==> config.mk <==
export PLATFORM = sky130hd
export DESIGN_NAME = ps2_rx
export DESIGN_NICKNAME = d
export VERILOG_FILES = /design/src/rtl/ps2_pkg.sv /design/src/rtl/ps2_byte_fifo.sv /design/src/rtl/ps2_rx.sv
export SDC_FILE = /design/constraint.sdc
export NUM_CORES = 1
export LEC_CHECK = 0
export CAP_MARGIN = 10
export CELL_PAD_IN_SITES_DETAIL_PLACEMENT = 1
export CELL_PAD_IN_SITES_GLOBAL_PLACEMENT = 2
export CORE_ASPECT_RATIO = 0.8
export CORE_UTILIZATION = 43
export DETAILED_ROUTE_END_ITERATION = 6
export PLACE_DENSITY = 0.79
export SETUP_SLACK_MARGIN = 0.1
export SYNTH_ARGS = -nofsm -noshare
export SYNTH_HDL_FRONTEND = slang
export SYNTH_SLANG_ARGS = --single-unit
==> constraint.sdc <==
create_clock -name clk_sys -period 2.65 [get_ports clk_sys]
set_input_delay 0.53 -clock clk_sys [delete_from_list [all_inputs] [get_ports clk_sys]]
set_output_delay 0.53 -clock clk_sys [all_outputs]
set_load 0.005 [all_outputs]
==> src/rtl/ps2_pkg.sv <==
// Shared constants and types for the PS/2 receiver.
package ps2_pkg;

   localparam logic [7:0]  PS2_EXT        = 8'hE0;
   localparam logic [7:0]  PS2_BRK        = 8'hF0;
   localparam int unsigned PS2_FRAME_BITS = 11;

   // start + parity + stop surround the data bits
   localparam int unsigned PS2_DATA_BITS  = PS2_FRAME_BITS - 3;

   typedef enum logic [1:0] {
      StIdle,
      StData,
      StParity,
      StStop
   } ps2_rx_state_e;

   typedef struct packed {
      logic       pressed;
      logic       extended;
      logic [7:0] code;
   } ps2_evt_t;

   // Odd parity: data ones plus parity bit must be odd.
   function automatic logic ps2_parity_ok(input logic [7:0] data, input logic par);
      return ^{data, par};
   endfunction

endpackage

==> src/rtl/ps2_byte_fifo.sv <==
// Synchronous byte FIFO, 2^FIFO_BITS entries; full/empty via an extra pointer MSB.
module ps2_byte_fifo #(
   parameter int unsigned FIFO_BITS = 3
) (
   input  logic       clk_sys,
   input  logic       reset,
   input  logic       push,
   input  logic [7:0] din,
   input  logic       pop,
   output logic [7:0] dout,
   output logic       full,
   output logic       empty
);

   localparam int unsigned Depth = 2 ** FIFO_BITS;

   logic [7:0]         mem [Depth];
   logic [FIFO_BITS:0] wr_ptr_q;
   logic [FIFO_BITS:0] rd_ptr_q;
   logic               push_ok;
   logic               pop_ok;

   assign empty   = (wr_ptr_q == rd_ptr_q);
   assign full    = (wr_ptr_q[FIFO_BITS] != rd_ptr_q[FIFO_BITS]) &&
                    (wr_ptr_q[FIFO_BITS-1:0] == rd_ptr_q[FIFO_BITS-1:0]);
   assign push_ok = push && !full;
   assign pop_ok  = pop && !empty;
   assign dout    = mem[rd_ptr_q[FIFO_BITS-1:0]];

   // Pointer update; pointers wrap naturally through the extra MSB.
   always_ff @(posedge clk_sys) begin
      if (reset) begin
         wr_ptr_q <= '0;
         rd_ptr_q <= '0;
      end else begin
         if (push_ok) wr_ptr_q <= wr_ptr_q + 1'b1;
         if (pop_ok)  rd_ptr_q <= rd_ptr_q + 1'b1;
      end
   end

   // Storage write; contents need no reset because the pointers gate reads.
   always_ff @(posedge clk_sys) begin
      if (push_ok) mem[wr_ptr_q[FIFO_BITS-1:0]] <= din;
   end

endmodule

==> src/rtl/ps2_rx.sv <==
// PS/2 receiver: synchronizes clk/data, deserializes 11-bit frames, buffers bytes
// in a FIFO and decodes E0/F0 prefixes into key events with valid/ready.
module ps2_rx
   import ps2_pkg::*;
#(
   parameter int unsigned PS2DIV    = 1000,
   parameter int unsigned TIMEOUT   = 8 * PS2DIV,
   parameter int unsigned FIFO_BITS = 3,
   parameter int unsigned DECODE    = 1
) (
   input  logic       clk_sys,
   input  logic       reset,
   input  logic       ps2_clk,
   input  logic       ps2_data,
   output logic       evt_valid,
   input  logic       evt_ready,
   output logic [7:0] evt_code,
   output logic       evt_pressed,
   output logic       evt_extended,
   output logic       rx_err,
   output logic       overflow
);

   localparam int unsigned TmoW = $clog2(TIMEOUT + 1);
   localparam logic [2:0]  LastBit = 3'(PS2_DATA_BITS - 1);

   // ---------------- input conditioning ----------------
   logic clk_meta_q, clk_sync_q, clk_prev_q;
   logic dat_meta_q, dat_sync_q;
   logic fall;

   // Two-flop synchronizers plus one history flop for edge detection; idle high.
   always_ff @(posedge clk_sys) begin
      if (reset) begin
         clk_meta_q <= 1'b1;
         clk_sync_q <= 1'b1;
         clk_prev_q <= 1'b1;
         dat_meta_q <= 1'b1;
         dat_sync_q <= 1'b1;
      end else begin
         clk_meta_q <= ps2_clk;
         clk_sync_q <= clk_meta_q;
         clk_prev_q <= clk_sync_q;
         dat_meta_q <= ps2_data;
         dat_sync_q <= dat_meta_q;
      end
   end

   assign fall = clk_prev_q && !clk_sync_q;

   // ---------------- receive FSM ----------------
   ps2_rx_state_e  state_q, state_d;
   logic [7:0]     shreg_q;
   logic [2:0]     bit_cnt_q;
   logic           par_q;
   logic [TmoW-1:0] tmo_cnt_q;
   logic           tmo_hit;
   logic           start, shift, par_ld, frame_ok, frame_bad;
   logic           push_q, err_q;

   assign tmo_hit = (state_q != StIdle) && !fall && (tmo_cnt_q == TmoW'(TIMEOUT));

   // State register.
   always_ff @(posedge clk_sys) begin
      if (reset) state_q <= StIdle;
      else       state_q <= state_d;
   end

   // Next-state: advance on each falling edge, abort to idle on timeout.
   always_comb begin
      state_d = state_q;
      unique case (state_q)
         StIdle:   if (fall && !dat_sync_q) state_d = StData;
         StData: begin
            if (tmo_hit)                           state_d = StIdle;
            else if (fall && bit_cnt_q == LastBit) state_d = StParity;
         end
         StParity: begin
            if (tmo_hit)   state_d = StIdle;
            else if (fall) state_d = StStop;
         end
         StStop: begin
            if (tmo_hit)   state_d = StIdle;
            else if (fall) state_d = StIdle;
         end
         default:  state_d = StIdle;
      endcase
   end

   // Outputs of the FSM: datapath strobes and frame verdict.
   always_comb begin
      start     = 1'b0;
      shift     = 1'b0;
      par_ld    = 1'b0;
      frame_ok  = 1'b0;
      frame_bad = 1'b0;
      unique case (state_q)
         StIdle:   start  = fall && !dat_sync_q;
         StData:   shift  = fall;
         StParity: par_ld = fall;
         StStop: begin
            frame_ok  = fall && dat_sync_q && ps2_parity_ok(shreg_q, par_q);
            frame_bad = fall && !(dat_sync_q && ps2_parity_ok(shreg_q, par_q));
         end
         default: ;
      endcase
   end

   // Datapath: shift register, bit counter, parity latch, timeout and pulses.
   always_ff @(posedge clk_sys) begin
      if (reset) begin
         shreg_q   <= '0;
         bit_cnt_q <= '0;
         par_q     <= 1'b0;
         tmo_cnt_q <= '0;
         push_q    <= 1'b0;
         err_q     <= 1'b0;
      end else begin
         if (start)      bit_cnt_q <= '0;
         else if (shift) bit_cnt_q <= bit_cnt_q + 3'd1;
         if (shift)  shreg_q <= {dat_sync_q, shreg_q[7:1]};
         if (par_ld) par_q   <= dat_sync_q;
         if (state_q == StIdle || fall) tmo_cnt_q <= '0;
         else if (!tmo_hit)             tmo_cnt_q <= tmo_cnt_q + 1'b1;
         push_q <= frame_ok;
         err_q  <= frame_bad || tmo_hit;
      end
   end

   // ---------------- byte FIFO ----------------
   logic [7:0] fifo_dout;
   logic       fifo_full, fifo_empty, pop;
   logic       ovf_q;

   ps2_byte_fifo #(
      .FIFO_BITS (FIFO_BITS)
   ) u_fifo (
      .clk_sys (clk_sys),
      .reset   (reset),
      .push    (push_q),
      .din     (shreg_q),
      .pop     (pop),
      .dout    (fifo_dout),
      .full    (fifo_full),
      .empty   (fifo_empty)
   );

   // Sticky overflow: a completed byte found the FIFO full.
   always_ff @(posedge clk_sys) begin
      if (reset)                      ovf_q <= 1'b0;
      else if (push_q && fifo_full)   ovf_q <= 1'b1;
   end

   // ---------------- prefix decoder ----------------
   ps2_evt_t evt_q;
   logic     evt_valid_q;
   logic     ext_q, brk_q;
   logic     is_ext, is_brk;

   assign pop    = !fifo_empty && (!evt_valid_q || evt_ready);
   assign is_ext = (DECODE != 0) && (fifo_dout == PS2_EXT);
   assign is_brk = (DECODE != 0) && (fifo_dout == PS2_BRK);

   // Output register: prefixes only set flags, any other byte becomes an event.
   always_ff @(posedge clk_sys) begin
      if (reset) begin
         evt_q       <= '0;
         evt_valid_q <= 1'b0;
         ext_q       <= 1'b0;
         brk_q       <= 1'b0;
      end else begin
         if (evt_valid_q && evt_ready) evt_valid_q <= 1'b0;
         if (pop) begin
            if (is_ext) begin
               ext_q <= 1'b1;
            end else if (is_brk) begin
               brk_q <= 1'b1;
            end else begin
               evt_q.code     <= fifo_dout;
               evt_q.extended <= ext_q;
               evt_q.pressed  <= !brk_q;
               evt_valid_q    <= 1'b1;
               ext_q          <= 1'b0;
               brk_q          <= 1'b0;
            end
         end
      end
   end

   assign evt_valid    = evt_valid_q;
   assign evt_code     = evt_q.code;
   assign evt_pressed  = evt_q.pressed;
   assign evt_extended = evt_q.extended;
   assign rx_err       = err_q;
   assign overflow     = ovf_q;

endmodule

## Word-level counts from Yosys, hierarchy flattened

Memories as Yosys holds them, arrays and structs flattened. A register that Yosys moved wholly into a read port is not among the register bits.
Index checks and enable logic that the tools add are counted.

| word-level totals | value |
|---|---|
| bits in registers | 56 |
| bits in latches | 0 |
| bits in writable memories | 64 |
| memory bits (read-only) | 0 |
| input port bits | 5 |
| logic and storage cells | 103 |
| memories | 1 |

Memory list:

| name | depth | bits a word | rd ports | clocked after memory_dff | wr ports | line | text |
|---|---|---|---|---|---|---|---|
| u_fifo.mem | 8 | 8 | 1 | 1 | 1 | ps2_byte_fifo.sv:17 | `logic [7:0] mem [Depth];` |

| operators by class | value |
|---|---|
| add/sub/neg operators | 4 |
| multiply operators | 0 |
| divide/modulo/power cells | 0 |
| magnitude comparators | 0 |
| equality and inequality tests | 15 |
| shift-type cells | 0 |
| mux-type cells | 23 |
| bitwise gates (word level) | 3 |
| reductions and logical operators | 36 |

Operators by type and width:

| operator | number |
|---|---|
| $eq A8 B8 Y1 const B | 2 |
| $logic_and A1 B1 Y1 | 15 |
| $mux W2 | 7 |
| $add A13 B1 Y13 const B | 1 |
| $eq A13 B13 Y1 const B | 1 |
| $mux W1 | 13 |
| $ne A3 B3 Y1 const B | 3 |
| $reduce_xor A9 Y1 | 1 |
| $add A4 B1 Y4 const B | 2 |
| $logic_not A1 Y1 | 8 |
| $pmux W2 S4 | 1 |
| $mux W3 | 2 |
| $reduce_or A2 Y1 | 3 |
| $eq A2 B2 Y1 const B | 2 |
| $eq A4 B4 Y1 | 1 |
| $ne A2 B2 Y1 const B | 2 |
| $reduce_and A2 Y1 | 2 |
| $reduce_and A4 Y1 | 1 |
| $add A3 B1 Y3 const B | 1 |
| $eq A3 B3 Y1 | 1 |
| $eq A3 B3 Y1 const B | 1 |
| $logic_or A1 B1 Y1 | 3 |
| $not A1 Y1 | 3 |
| $reduce_and A3 Y1 | 1 |
| other kinds (4) | 4 |

## Depth between registers and ports, before layout

Gate-level depths: netlist (run 1).

| logic depth | value |
|---|---|
| depth in word-level cells | 7 |
| mapped depth | 8 |
| gate-level depth less buffers | 7 |

## Hierarchy

From an unflattened synthesis (run 1), not the netlist that was laid out.

| unflattened totals | value |
|---|---|
| cell total of the unflattened synthesis | 401 |
| area total of the unflattened synthesis | 5176.2 um2 |

Modules (own cells, without submodules):

| module | times used | cells an instance | area an instance (um2) | seq. area each (um2) |
|---|---|---|---|---|
| ps2_byte_fifo | 1 | 178 | 3166.8 | 2142.1 |
| ps2_rx | 1 | 223 | 2009.4 | 960.9 |

## Least setup slack after synthesis (run 1)

OpenSTA, ideal clock, no wires.

| timing | value |
|---|---|
| path type | register -> register |
| start | register u_fifo.wr_ptr_q[0] |
| end | memory u_fifo.mem[0][0] (enable) |
| arrival time | 1.937 ns |
| setup slack | 0.329 ns |
| stages on the path, launching flop included | 6 |
| buffers on the path | 1 |
| clock period less this slack | 2.321 ns |
| cell sequence | dfxtp_1 -> clkbuf_1 -> xnor2_1 -> a41oi_1 -> nand2b_1 -> nor3_1 |

| between the ends | value |
|---|---|
| cells in the longest elaborated chain, start to end | 6 |

Ends and longest elaborated chain:

| element | line | text |
|---|---|---|
| from (decl) | ps2_byte_fifo.sv:18 | `logic [FIFO_BITS:0] wr_ptr_q;` |
| from (signal assigned) | ps2_byte_fifo.sv:36 | `if (push_ok) wr_ptr_q <= wr_ptr_q + 1'b1;` |
| $eq A3 B3 Y1 | ps2_byte_fifo.sv:25 | `(wr_ptr_q[FIFO_BITS-1:0] == rd_ptr_q[FIFO_BITS-1:0]);` |
| $logic_and A1 B1 Y1 | ps2_byte_fifo.sv:24 | `assign full = (wr_ptr_q[FIFO_BITS] != rd_ptr_q[FIFO_BITS]) &&` |
| $logic_not A1 Y1 | ps2_byte_fifo.sv:26 | `assign push_ok = push && !full;` |
| $logic_and A1 B1 Y1 | ps2_byte_fifo.sv:26 |  |
| $mux W1 | ps2_byte_fifo.sv:43 | `if (push_ok) mem[wr_ptr_q[FIFO_BITS-1:0]] <= din;` |
| $mux W1 (not written as such) | ps2_byte_fifo.sv:43 |  |
| to (decl) | ps2_byte_fifo.sv:17 |  |

Parallel ways exist; a longest one is shown, timed or not.

==> flow_summary.yaml, run 1 <==
clocking:
  clock_sinks: 123
  cts_inserted_buffers: 17
  root_buffer: "clkbuf_16"
  clk_latency_ns: 0.42
  htreeDepth: 4
  cts_tree: "built"
  clk_pin_slew_ns: 0.05
  cts_buffer_depth: 2
  holdBufCountCts: 0
floorplanning:
  die_w_um: 122.1
  io_pins: 18
  start_util_pct: 44.86
  core_region_area_mm2: 0.01106
  die_h_um: 98.09
  fp-row-count: 34
  die_area_mm2: 0.01198
logic_synthesis:
  yosys.cell_count.top_type: "edfxtp_1"
  yosys_warnings: 0
  synth.distinct_cells: 48
  synth.area.mux_share_pct: 10.16
  synth-edff-count: 64
  synth_area_leaders: "edfxtp_1, dfxtp_1, mux4_2"
  synth_compound_gate_area_share_pct: 6.127
  synthFlopType: "edfxtp_1"
  syn_inst: 382
  netlist_area_mm2: 0.004962
  synth_top_area_cell: "edfxtp_1"
  synth_seq_cells: 123
  yosys-top-cells-count: "edfxtp_1, dfxtp_1, nand2_1"
  synth_top_family_by_area: "simple AND/OR/NAND/NOR gates"
  synthAdderAreaFrac_pct: 1.513
  syn_area_per_cell_um2: 12.99
  syn-num-nets: 393
  yosysTopAreaCellShare_pct: 38.73
  ys_async_sr_fraction_pct: 0
  ys_seq_area_share_pct: 62.53
  synthXorXnorAreaFrac_pct: 5.396
  yosys.area_share.simple_pct: 11.35
setup_path:
  crit_type: "reg2reg"
  slowest_stage: "mux4_2"
  crit_path_end_kind: "flip-flop"
  crit_arrival_ns: 2.72
  crit_required_ns: 2.95
  crit_chain: "buf_12, mux4_2, mux2_2, and3_1, a21oi_4, mux2_1"
  crit_path_max_incr_delay_ns: 0.51
  crit_path_max_fanout: 14
  start_kind: "flip-flop"
cells_and_area:
  finalCoreUtilization_pct: 53.33
  layout.nets: 426
  fin_cells: 572
  n_antenna_cell: 0
  drive_above_1_share_pct: 16.59
  fin_area_mm2: 0.005898
  ff_latch_area_mm2: 0.003104
  multiInputGateArea_mm2: 0.001714
  fill_cells: 1120
  syn_to_final_growth_pct: 18.86
pwr:
  finalPower_mw: 4.512
  max-vdd-ir-drop_mv: 0.4685
  p_per_area_mw_per_mm2: 765.0
  p_leak_nw: 1.989
grt:
  grt_overflow: 0
  grt_pass1_wl_um: 17550
  grt_max_degree: 36
  grt_usage_pct: 20.42
  grt_pass1_vias: 3289
  antenna_found_initial: 0
timing:
  drv_slew: 0
  holdWs_ns: 0.4113
  worstMarginPinSlew_ns: 1.000
  rsz0062_at_grt: "no"
  fin_crit_sh_pct: 91.34
  maxClockFrequency_mhz: 413.1
  period_needed_ns: 2.420
  finClkSkew_ns: 0.006847
  finalWorstSetupSlack_ns: 0.2295
  final-hold-violation-count: 0
  setup_viol: 0
  relSlewSlack_pct: 33.20
  finalSetupTns_ns: 0
placed_design:
  place_area_mm2: 0.005338
  portBuffers: 17
  dp.cells: 540
  dp_hpwl_um: 7011
  gp_congestion: 0.7527
  place_ws_ns: 0.1843
hold_path:
  hold_path_class: "reg2reg"
run:
  maxCapViolCount: 0
route:
  drt-vias-per-instance: 5.381
  drt_iter0_drc: 188
  dr.pass1.iters: 6
  vias: 3078
  drc_errors: 0
  postRouteAntennaNets: 0
  wl_per_cell_um: 18.82
  routed_wl_um: 10770
outcome:
  status: "complete, no violations"
[cells in the final DEF (no fill, tap or decap), types with 4 or more instances in the layout]
master	n
edfxtp_1	64
dfxtp_1	58
nand2_1	37
nor2_1	33
xnor2_1	18
a21oi_1	17
clkbuf_16	17
clkdlybuf4s50_1	17
mux4_2	16
buf_4	15
mux2i_1	11
inv_1	10
xor2_1	10
nor3_1	9
nand3_1	9
or2_2	8
nand4_1	6
ha_1	6
nand2b_1	5
o21ai_0	4
a31oi_1	4
clkinv_1	4
[sequential cells by signal, summed over array words and instances (netlist names), 2 cells and up, named ones only]
register,flops
evt_code,8
bit_cnt_q,3
u_fifo.mem,64
u_fifo.wr_ptr_q,4
tmo_cnt_q,13
state_q,2
shreg_q,8
u_fifo.rd_ptr_q,4
[where the power goes]
group | leakage, nW | internal, mW | total [mW] | switching (mW)
sequential | 1.07 | 2.02 | 2.04 | 0.0241
combinational | 0.654 | 0.140 | 0.266 | 0.126
clock | 0.266 | 1.36 | 2.20 | 0.841
total | 1.99 | 3.52 | 4.51 | 0.991
[final cells by class]
cell class | instances | share of cell area [%]
Clock inverter | 14 | 2.206
Sequential cell | 123 | 52.63
Multi-Input combinational cell | 230 | 29.06
Clock buffer | 18 | 7.276
Inverter | 10 | 0.6364
Tap cell | 144 | 3.055
Timing Repair Buffer | 33 | 5.134
[cells by family after synthesis]
group	Yosys count
buffers and inverters	29
flip-flops	123
AND/OR/NAND/NOR	120
XOR/XNOR	29
multiplexers	30
adder cells (fa/ha/maj)	6
AO/OA/AOI/OAI	45
[layer usage]
layer | vias to the layer above | GRT usage, % | wire, um | share of wire (%)
met2 | 46 | 32.38 | 5245 | 49
met4 | 0 | 9.287 | 206 | 1.9
met3 | 16 | 5.841 | 339 | 3.1
li1 | 1458 | - | - | -
met1 | 1558 | 25.88 | 4975 | 46
met5 | - | 0 | 0 | 0
[path summary, 6_finish.rpt]
kind / end / from / depth (start not counted) / slack, ns
worst max-delay path: evt_pressed / flip-flop / 6 / 0.23
worst max register to register: evt_pressed / flip-flop / 6 / 0.23
worst min register to register: clk_sync_q / clk_meta_q / 1 / 0.41
worst min-delay path: clk_sync_q / clk_meta_q / 1 / 0.41
[timing repair]
action / CTS / global route
resized for setup: 0 / 1
setup buffers: 0 / 0
endpoints found under the setup margin: 0 / 1
[worst max-delay path, delay by kind of cell, from the launching register on]
kind	cells	cell delay, ns
muxes	3	1.21
DFF	1	0.35
buffers and inverters	1	0.18
AOI/OAI and AO/OA	1	0.31
and+or+nand+nor	1	0.26
Power figures use the tool's default switching activity.
==> run 2, diff against run 1 <==
==> constraint.sdc (replaced) <==
create_clock -name clk_sys -period 2.32 [get_ports clk_sys]
set_input_delay 0.464 -clock clk_sys [delete_from_list [all_inputs] [get_ports clk_sys]]
set_output_delay 0.464 -clock clk_sys [all_outputs]
set_load 0.005 [all_outputs]
==> flow_summary.yaml, run 2 (synthesis gave the netlist of run 1 again) <==
outcome:
  status: "complete, no violations"
hold_path:
  hold_depth: 1
  min_delay_worst_endpoint: "clk_sync_q"
  hold_path_class: "reg2reg"
  min_from: "clk_meta_q"
route:
  vias: 3125
  drt_iter0_drc: 197
  wl_per_cell_um: 19.05
  drt-vias-per-instance: 5.333
  dr.pass1.iters: 4
  postRouteAntennaNets: 0
  routed_wl_um: 11170
  drc_errors: 0
clocking:
  htreeDepth: 4
  cts_inserted_buffers: 17
  clk_latency_ns: 0.41
  clk_pin_slew_ns: 0.06
  root_buffer: "clkbuf_16"
  holdBufCountCts: 0
  cts_buffer_depth: 2
  clock_sinks: 123
  cts_tree: "built"
timing:
  drv_slew: 0
  period_needed_ns: 2.150
  maxClockFrequency_mhz: 465.2
  worstMarginPinSlew_ns: 0.6631
  finalSetupTns_ns: 0
  final-hold-violation-count: 0
  relSlewSlack_pct: 55.21
  fin_crit_sh_pct: 92.66
  rsz0062_at_grt: "no"
  finClkSkew_ns: 0.01025
  setup_viol: 0
run:
  maxCapViolCount: 0
floorplanning:
  die_w_um: 122.1
  die_area_mm2: 0.01198
  start_util_pct: 44.86
  fp-row-count: 34
  io_pins: 18
  core_region_area_mm2: 0.01106
  die_h_um: 98.09
placed_design:
  portBuffers: 17
  gp_congestion: 0.7302
  dp.cells: 549
  dp_hpwl_um: 7092
cells_and_area:
  drive_above_1_share_pct: 21.95
  syn_to_final_growth_pct: 22.89
  layout.nets: 440
  final_common_cell: "edfxtp_1"
  fin_cells: 586
  largest_reg_flops: 64
  n_antenna_cell: 0
  final_cell_mix: "edfxtp_1, dfxtp_1, nand2_1, nor2_1, buf_4"
setup_path:
  crit_path_end_kind: "flip-flop"
  crit_type: "reg2reg"
  crit_arrival_ns: 2.45
  crit_path_max_fanout: 7
  worst-r2r-cell-count: 7
  crit_required_ns: 2.62
  start_kind: "flip-flop"
  rrSetupSlack_ns: 0.17
  r2r_end: "evt_code[6]"
grt:
  grt_max_degree: 21
  grt_overflow: 0
  grt_pass1_wl_um: 17570
  grt_pass1_vias: 3322
  antenna_found_initial: 0
  grt_usage_pct: 20.34
pwr:
  max-vdd-ir-drop_mv: 0.5420
  p_leak_nw: 2.107
  p_per_area_mw_per_mm2: 860.7
## run 2: repair_timing
item | 4_1_cts | 5_1_grt
setup endpoints to repair | 3 | 7
hold endpoints to repair | 0 | 0
resized for setup | 3 | 9
gates cloned | 0 | 1
pin swaps | 1 | 0
setup buffers | 0 | 4
## run 2: stage by stage
step	hold slack, ns	util, %	worst slack [ns]	area (um2)	power (mW)
6_report	0.4144	55.14	0.1702	6098	5.249
5_1_grt	0.4364	55.14	0.05572	6098	5.426
4_1_cts	0.4180	54.40	0.1166	6017	5.263
3_3_place_gp	0.3937	48.96	0.1629	5415	2.691
2_1_floorplan	0.3895	-	0.1555	4972	2.574
3_5_place_dp	0.4008	48.96	0.07886	5415	2.699
## run 2: worst max-delay path by stage
stage                             end  slack [ns]  cells past startpoint
after floorplan           evt_pressed        0.16                      7
after global placement    evt_code[6]        0.16                      7
after detailed placement  evt_code[6]        0.08                      7
after CTS                 evt_code[6]        0.12                      7
after global routing      evt_code[6]        0.06                      7
final                     evt_code[6]        0.17                      7
## run 2: layout make-up
type,count,area (um2)
clock buffer,24,534.3
sequential,123,3108
clock inverter,8,53.80
fill,1107,4962
inverter,10,37.54
timing repair buffer,47,432.9
tap,144,180.2
multi-input combinational,230,1752
## run 2: routing by layer
| metal | vias up | part of all wire, % | track usage, % | wire [um] |
|---|---|---|---|---|
| met2 | 39 | 48 | 32.46 | 5380 |
| met1 | 1594 | 48 | 25.90 | 5323 |
| met4 | 0 | 1.6 | 8.349 | 183 |
| met3 | 14 | 2.5 | 5.900 | 279 |
| li1 | 1478 | - | - | - |
| met5 | - | 0 | 0 | 0 |
## run 2: worst max-delay path, stage by stage, from the launching register on
cell and delay [ns]:
dfxtp_4 0.37, buf_12 0.14, mux4_2 0.51, mux2i_1 0.23, and4b_2 0.31, a21oi_4 0.07, buf_4 0.18, o221a_1 0.23
## run 2: power by group
group	internal (mW)	switching, mW	leakage [nW]	total, mW
registers	2.31	0.0309	1.07	2.34
logic	0.207	0.159	0.751	0.366
clock network	1.61	0.941	0.285	2.55
